<file path="src/rtl/tx_serial_7o1.sv">
`default_nettype none
// ============================================================================
// tx_serial_7o1 : 7O1 UART-style serial transmitter (start, 7 data LSB first,
//                 odd parity, stop). Rev 1.0
// ============================================================================
module tx_serial_7o1 #(
  parameter int BAUD_DIV = 434
) (
  input  logic       clock,
  input  logic       reset,
  input  logic       partida,
  input  logic [6:0] dados_ascii,
  output logic       saida_serial,
  output logic       pronto,
  output logic       db_partida,
  output logic       db_saida_serial,
  output logic [3:0] db_estado
);

  localparam int                TICK_W    = (BAUD_DIV > 1) ? $clog2(BAUD_DIV) : 1;
  localparam logic [TICK_W-1:0] TICK_LAST = TICK_W'(BAUD_DIV - 1);

  typedef enum logic [3:0] {
    INICIAL     = 4'b0000,
    PREPARACAO  = 4'b0001,
    TRANSMISSAO = 4'b0010,
    FINAL       = 4'b0011
  } state_t;

  state_t            state;
  state_t            state_next;
  logic              partida_q;
  logic              start;
  logic              tick_wrap;
  logic              last_bit;
  logic [9:0]        shift_reg;
  logic [TICK_W-1:0] tick_cnt;
  logic [3:0]        bit_cnt;

  assign start     = partida & ~partida_q;
  assign tick_wrap = (tick_cnt == TICK_LAST);
  assign last_bit  = (bit_cnt == 4'd9);

  always_ff @(posedge clock) begin
    if (reset) begin
      state <= INICIAL;
    end else begin
      state <= state_next;
    end
  end

  always_comb begin
    state_next = state;
    pronto     = 1'b0;
    case (state)
      INICIAL:     if (start) state_next = PREPARACAO;
      PREPARACAO:  state_next = TRANSMISSAO;
      TRANSMISSAO: if (tick_wrap && last_bit) state_next = FINAL;
      FINAL: begin
        pronto     = 1'b1;
        state_next = INICIAL;
      end
      default:     state_next = INICIAL;
    endcase
  end

  // The line is bit 0 of the shift register, which idles at all ones.
  always_ff @(posedge clock) begin
    if (reset) begin
      partida_q <= 1'b0;
      shift_reg <= '1;
      tick_cnt  <= '0;
      bit_cnt   <= '0;
    end else begin
      partida_q <= partida;
      case (state)
        PREPARACAO: begin
          shift_reg <= {1'b1, ~^dados_ascii, dados_ascii, 1'b0};
          tick_cnt  <= '0;
          bit_cnt   <= '0;
        end
        TRANSMISSAO: begin
          if (tick_wrap) begin
            tick_cnt  <= '0;
            shift_reg <= {1'b1, shift_reg[9:1]};
            bit_cnt   <= bit_cnt + 4'd1;
          end else begin
            tick_cnt  <= tick_cnt + TICK_W'(1);
          end
        end
        default: shift_reg <= '1;
      endcase
    end
  end

  assign saida_serial    = shift_reg[0];
  assign db_partida      = partida;
  assign db_saida_serial = saida_serial;
  assign db_estado       = state;

endmodule
`default_nettype wire

</file>
<file path="config.mk">
export PLATFORM = sky130hd
export DESIGN_NAME = tx_serial_7o1
export DESIGN_NICKNAME = d
export VERILOG_FILES = /design/src/rtl/tx_serial_7o1.sv
export SDC_FILE = /design/constraint.sdc
export NUM_CORES = 1
export LEC_CHECK = 0
export BUFFER_PORTS_ARGS = -buffer_cell sky130_fd_sc_hd__buf_4
export CAP_MARGIN = 20
export CORE_MARGIN = 2
export CORE_UTILIZATION = 25
export DETAILED_ROUTE_END_ITERATION = 12
export PLACE_DENSITY_LB_ADDON = 0.25
export SYNTH_ARGS = -nofsm -noshare
export SYNTH_HDL_FRONTEND = slang
export SYNTH_SLANG_ARGS = --single-unit
</file>
<file path="constraint.sdc">
create_clock -name clock -period 1.5 [get_ports clock]
set_clock_uncertainty 0.05 [all_clocks]
set_input_delay 0.075 -clock clock [delete_from_list [all_inputs] [get_ports clock]]
set_output_delay 0.075 -clock clock [all_outputs]
set_load 0.01 [all_outputs]
</file>
==> results of run 1 <==
[routing by layer]
layer / vias to the layer above / global-route usage
li1: 625 / -
met5: - / 0
met2: 17 / 0.1932
met1: 549 / 0.1483
met4: 0 / 0.04655
met3: 4 / 0.02159
[power breakdown]
group          total, uW  internal [uW]  switching [uW]
combinational       1510            782             726
sequential           935            831             104
clock                415            188             226
[cell type report]
class | count | area, um^2 | area share
clock inverter | 1 | 7.507 | 0.003886
inverter | 6 | 22.52 | 0.01166
sequential | 25 | 508.0 | 0.2630
tap | 72 | 90.09 | 0.04663
multi-input combinational | 117 | 909.6 | 0.4709
timing repair buffer | 45 | 352.8 | 0.1826
clock buffer | 3 | 41.29 | 0.02137
[cell usage after synthesis, types with 2 or more instances]
| master | instances |
|---|---|
| inv_1 | 5 |
| dfxtp_1 | 25 |
| a21oi_1 | 5 |
| nand4_1 | 2 |
| ha_1 | 9 |
| nand3_1 | 5 |
| a21o_1 | 2 |
| o21ai_0 | 5 |
| nand2_1 | 6 |
| a31oi_1 | 2 |
| nor2_1 | 21 |
| clkbuf_1 | 3 |
| o21ai_1 | 8 |
| xnor2_1 | 8 |
| xor2_1 | 6 |
| or4_1 | 2 |
| and3_1 | 9 |
| buf_4 | 5 |
| a22oi_1 | 7 |
[repair_timing]
| item | 4_1_cts | 5_1_grt |
|---|---|---|
| setup endpoints to repair | 20 | 24 |
| hold buffers | 3 | 0 |
| buffers inserted | 0 | 1 |
| gates resized for setup | 12 | 16 |
| gates cloned | 1 | 0 |
| endpoints found under the hold margin | 3 | 0 |
| pin swaps | 3 | 10 |
[cell families after synthesis]
logic type / Yosys count
simple gates: 56
compound gates: 34
flops: 25
buf+inv: 16
xor+xnor: 14
fa+ha+maj: 9
mux: 2
other cells: 1
[metrics by stage]
step,total power (uW),cell area (um^2)
after global routing,3107,1932
final,2857,1932
after CTS,2791,1868
after global placement,2241,1733
after floorplan,1787,1409
after detailed placement,2243,1733
[worst max-delay path, cell delays in order (launching register included)]
cell       delay [ns]
dfxtp_1          0.32
nand4bb_4        0.24
nor4_4           0.29
a2bb2oi_2        0.22
mux2_4           0.32
[path summary, 6_finish.rpt]
path	to	cells after the start	slack [ns]	from
worst max-delay path	db_estado[0]	4	-0.03	tick_cnt[2]
worst min-delay path	shift_reg[8]	4	0.18	dados_ascii[2]
worst max register to register	db_estado[0]	4	-0.03	tick_cnt[2]
worst min register to register	db_estado[1]	2	0.46	db_estado[1]
==> run summary, run 1 <==
RSZ-0062 raised after global routing - yes
Crit path launch type - flop
Rows - 27
Final design utilization - 0.3530
Main synth FF type - dfxtp_1
Leakage - 0.0007855 uW
Crit. End Element - flop
Post-route insts no fill - 269
Post-synthesis mux area share - 0.01519
Worst-path fanout max - 3
Top post-synthesis cells by area - dfxtp_1 36%, ha_1 8.0%, nor2_1 5.6%
Tmin final - 1.530 ns
PwrDens - 1479 nW/um^2
Top cell type's share of synthesized area - 0.3575
Max Cap Viol - 0
Nets - 217
Syn Inst Count - 157
Number of flops mapped to enable cells by yosys - 0
Status - finished with violations
Final ANT Viol Nets - 0
Min Hold Slack - 0.1825 ns
Setup TNS - -0.06044 ns
Average vias per placed instance - 4.442
Post-Synth Simple-Gate Area - 0.2350
Synth Area in Compound Gates - 0.1591
First-pass GRT wire length - 5.727 mm
Commonest non-fill, non-tap cell in the layout - buf_4
Setup violations, final - 5
Count of cell types in the netlist - 41
Final setup margin - -0.02965 ns
Clk buf depth - 2
Layout area overhead - 37.98%
Die height - 78.84 um
Initial antenna violation count - 0
Share of cells above drive strength 1 - 0.3706
Clock sinks - 25
Syn Area/Cell - 8.918 um^2
Most frequent cells in the layout - 40 x buf_4, 20 x nor2_1, 19 x dfxtp_1, 9 x and3_1, 9 x o21ai_1
Pre-Repair DR Iteration Count - 4
M1 WL - 1.568 mm
Placed Instances - 260
Iter 0 DRT Violations - 60
Largest area contributor in the netlist - dfxtp_1
IO Pins - 18
Met3 routed WL - 83 um
Clock transition at path regs - 0.10 ns
CORE AREA - 5473 um^2
WL final - 3.218 mm
DP HPWL - 2.280 mm
FF+latch count, synth - 25
Placer congestion estimate - 0.7810
Slew Viols, Final - 0
Final critical-path share of the clock period - 1.020
Peak supply drop - 648.3 uV
TritonCTS clock tree - built
CP required - 1.62 ns
Port bufs - 15
Async S/R FF share, synth - 0
Main combinational cell family by area after synthesis - simple AND/OR/NAND/NOR gates
Largest net degree at the start of global routing - 16
Fin. Hold Viols - 0
GRT Total Usage - 0.1161
HP Class - in2reg
Met2 wire len - 1.508 mm
Adder-Cell Fraction of Synth Area - 0.08043
Fmax - 653.7 MHz
Worst Setup Path Type - reg2reg
Synth Area in XOR/XNOR - 0.08758
Die area - 6215 um^2
Initial Utilization - 0.2558
Die X - 78.84 um
Number of global-route vias before repair - 1231
Clk_lat worst skew - 0.27 ns
Total CTS buffers - 3
Synth Cell Area - 1400 um^2
Failing checks - negative setup slack
Clk root buf - clkbuf_8
Top sig layer - met4
Fillers - 585
Final global-route overflow total - 0
DR vias - 1195
Worst endpoint data arrival time - 1.65 ns
Routed len/inst - 11.96 um
Antenna cells - 0
Seq/Total Area, Yosys - 0.3575
Pre-CTS setup slack - -0.06454 ns
Synth warnings - 0
Htree depth - 1
DRC violations left - 0
No activity file was read; power rests on OpenSTA's default activity.
==> run 2: changes to the inputs <==
REMOVE_ABC_BUFFERS = 1   (was unset)
==> run summary, run 2 (same netlist as run 1, synthesis figures left out) <==
Min Hold Slack - 0.1874 ns
Fin. Hold Viols - 0
Failing checks - negative setup slack
Nets - 218
Peak supply drop - 696.5 uV
Status - finished with violations
Initial Utilization - 0.2558
DP HPWL - 2.226 mm
Die area - 6215 um^2
Hold Startpoint - dados_ascii[2]
Clk root buf - clkbuf_8
Crit-path cells - nand4bb_4 > nor4_4 > a2bb2oi_2 > mux2_4
Setup violations, final - 3
Initial antenna violation count - 0
CORE AREA - 5473 um^2
Post-route insts no fill - 270
Clk buf depth - 2
Placed Area - 1714 um^2
Iter 0 DRT Violations - 51
Number of global-route vias before repair - 1187
Design area - 1956 um^2
Final setup margin - -0.03693 ns
Pre-Repair DR Iteration Count - 4
Average vias per placed instance - 4.533
Rows - 27
Crit. End Element - flop
Placed Instances - 258
Antenna cells - 0
Fillers - 580
PwrDens - 1505 nW/um^2
Crit path launch type - flop
Clock transition at path regs - 0.10 ns
Max Cap Viol - 0
Worst Setup SP - tick_cnt[6]
RSZ-0062 raised after global routing - yes
DR vias - 1224
Most frequent cells in the layout - 40 x buf_4, 20 x nor2_1, 20 x dfxtp_1, 9 x and3_1
TritonCTS clock tree - built
Largest net degree at the start of global routing - 18
Placer congestion estimate - 0.7554
GRT Total Usage - 0.1083
IO Pins - 18
Layout area overhead - 39.68%
Routed len/inst - 11.86 um
Crit path max-delay cell type - dfxtp_2
Worst endpoint data arrival time - 1.66 ns
First-pass GRT wire length - 5.430 mm
WL final - 3.203 mm
Final critical-path share of the clock period - 1.025
Total CTS buffers - 3
Worst reg2reg path startpoint - tick_cnt[6]
Final ANT Viol Nets - 0
Pre-CTS setup slack - -0.1682 ns
Commonest non-fill, non-tap cell in the layout - buf_4
Worst Setup Path Type - reg2reg
Final global-route overflow total - 0
Die height - 78.84 um
Leakage - 0.0008046 uW
CP peak stage delay - 0.33 ns
Share of cells above drive strength 1 - 0.3838
Worst-path fanout max - 4
Port bufs - 15
HP Class - in2reg
Clock sinks - 25
Die X - 78.84 um
Slew Viols, Final - 0
CP required - 1.62 ns
Htree depth - 1
Total Power - 2943 uW
Tmin final - 1.537 ns
Fmax - 650.6 MHz
DRC violations left - 0
Clk_lat worst skew - 0.27 ns
==> run 2: through the flow <==
step / utilization / setup TNS, ns
after floorplan: - / -2.451
after global placement: 0.3132 / -0.3826
after detailed placement: 0.3132 / -0.7194
after CTS: 0.3381 / -0.08266
after global routing: 0.3573 / -1.147
final: 0.3573 / -0.05266
==> run 2: worst max-delay path: cells and delay by family, from the launching register on <==
family	cells	cell delay, ns
AOI/OAI and AO/OA	1	0.21
DFF	1	0.33
muxes	1	0.31
and+or+nand+nor	2	0.54
==> run 2: final cells by class <==
| type | count | area [um^2] | share of cell area |
|---|---|---|---|
| clock buffers | 3 | 41.29 | 0.02111 |
| clock inverters | 1 | 5.005 | 0.002559 |
| inverters | 6 | 22.52 | 0.01152 |
| multi-input cells | 117 | 925.9 | 0.4734 |
| flip-flops and latches | 25 | 506.7 | 0.2591 |
| well taps | 72 | 90.09 | 0.04607 |
| repair buffers | 46 | 364.1 | 0.1862 |
==> run 2: power by group <==
group          leakage, uW  internal, uW  switching, uW  total [uW]
clock            0.0000255           186            231         417
combinational     0.000573           842            758        1600
sequential        0.000206           828           97.4         925
==> run 2: routing by layer <==
layer,share of wire,global-route usage,wire length [um],up-vias
li1,-,-,-,631
met1,0.50,0.1465,1592,571
met2,0.46,0.1701,1469,18
met3,0.028,0.01818,89,4
met4,0.016,0.04655,51,0
met5,0,0,0,-
==> run 2: what timing repair did <==
action,in CTS,in global routing
hold buffers,3,0
resized for setup,14,20
endpoints found under the hold margin,3,0
setup buffers,1,2
cloned,0,2
pin swaps,4,10
setup endpoints to repair,23,23
==> run 2: final timing paths <==
path              cells past startpoint            to  slack, ns
hold reg to reg                       2  db_estado[1]       0.43
hold / removal                        4  shift_reg[8]       0.19
setup reg to reg                      4  db_estado[0]      -0.04
setup / recovery                      4  db_estado[0]      -0.04
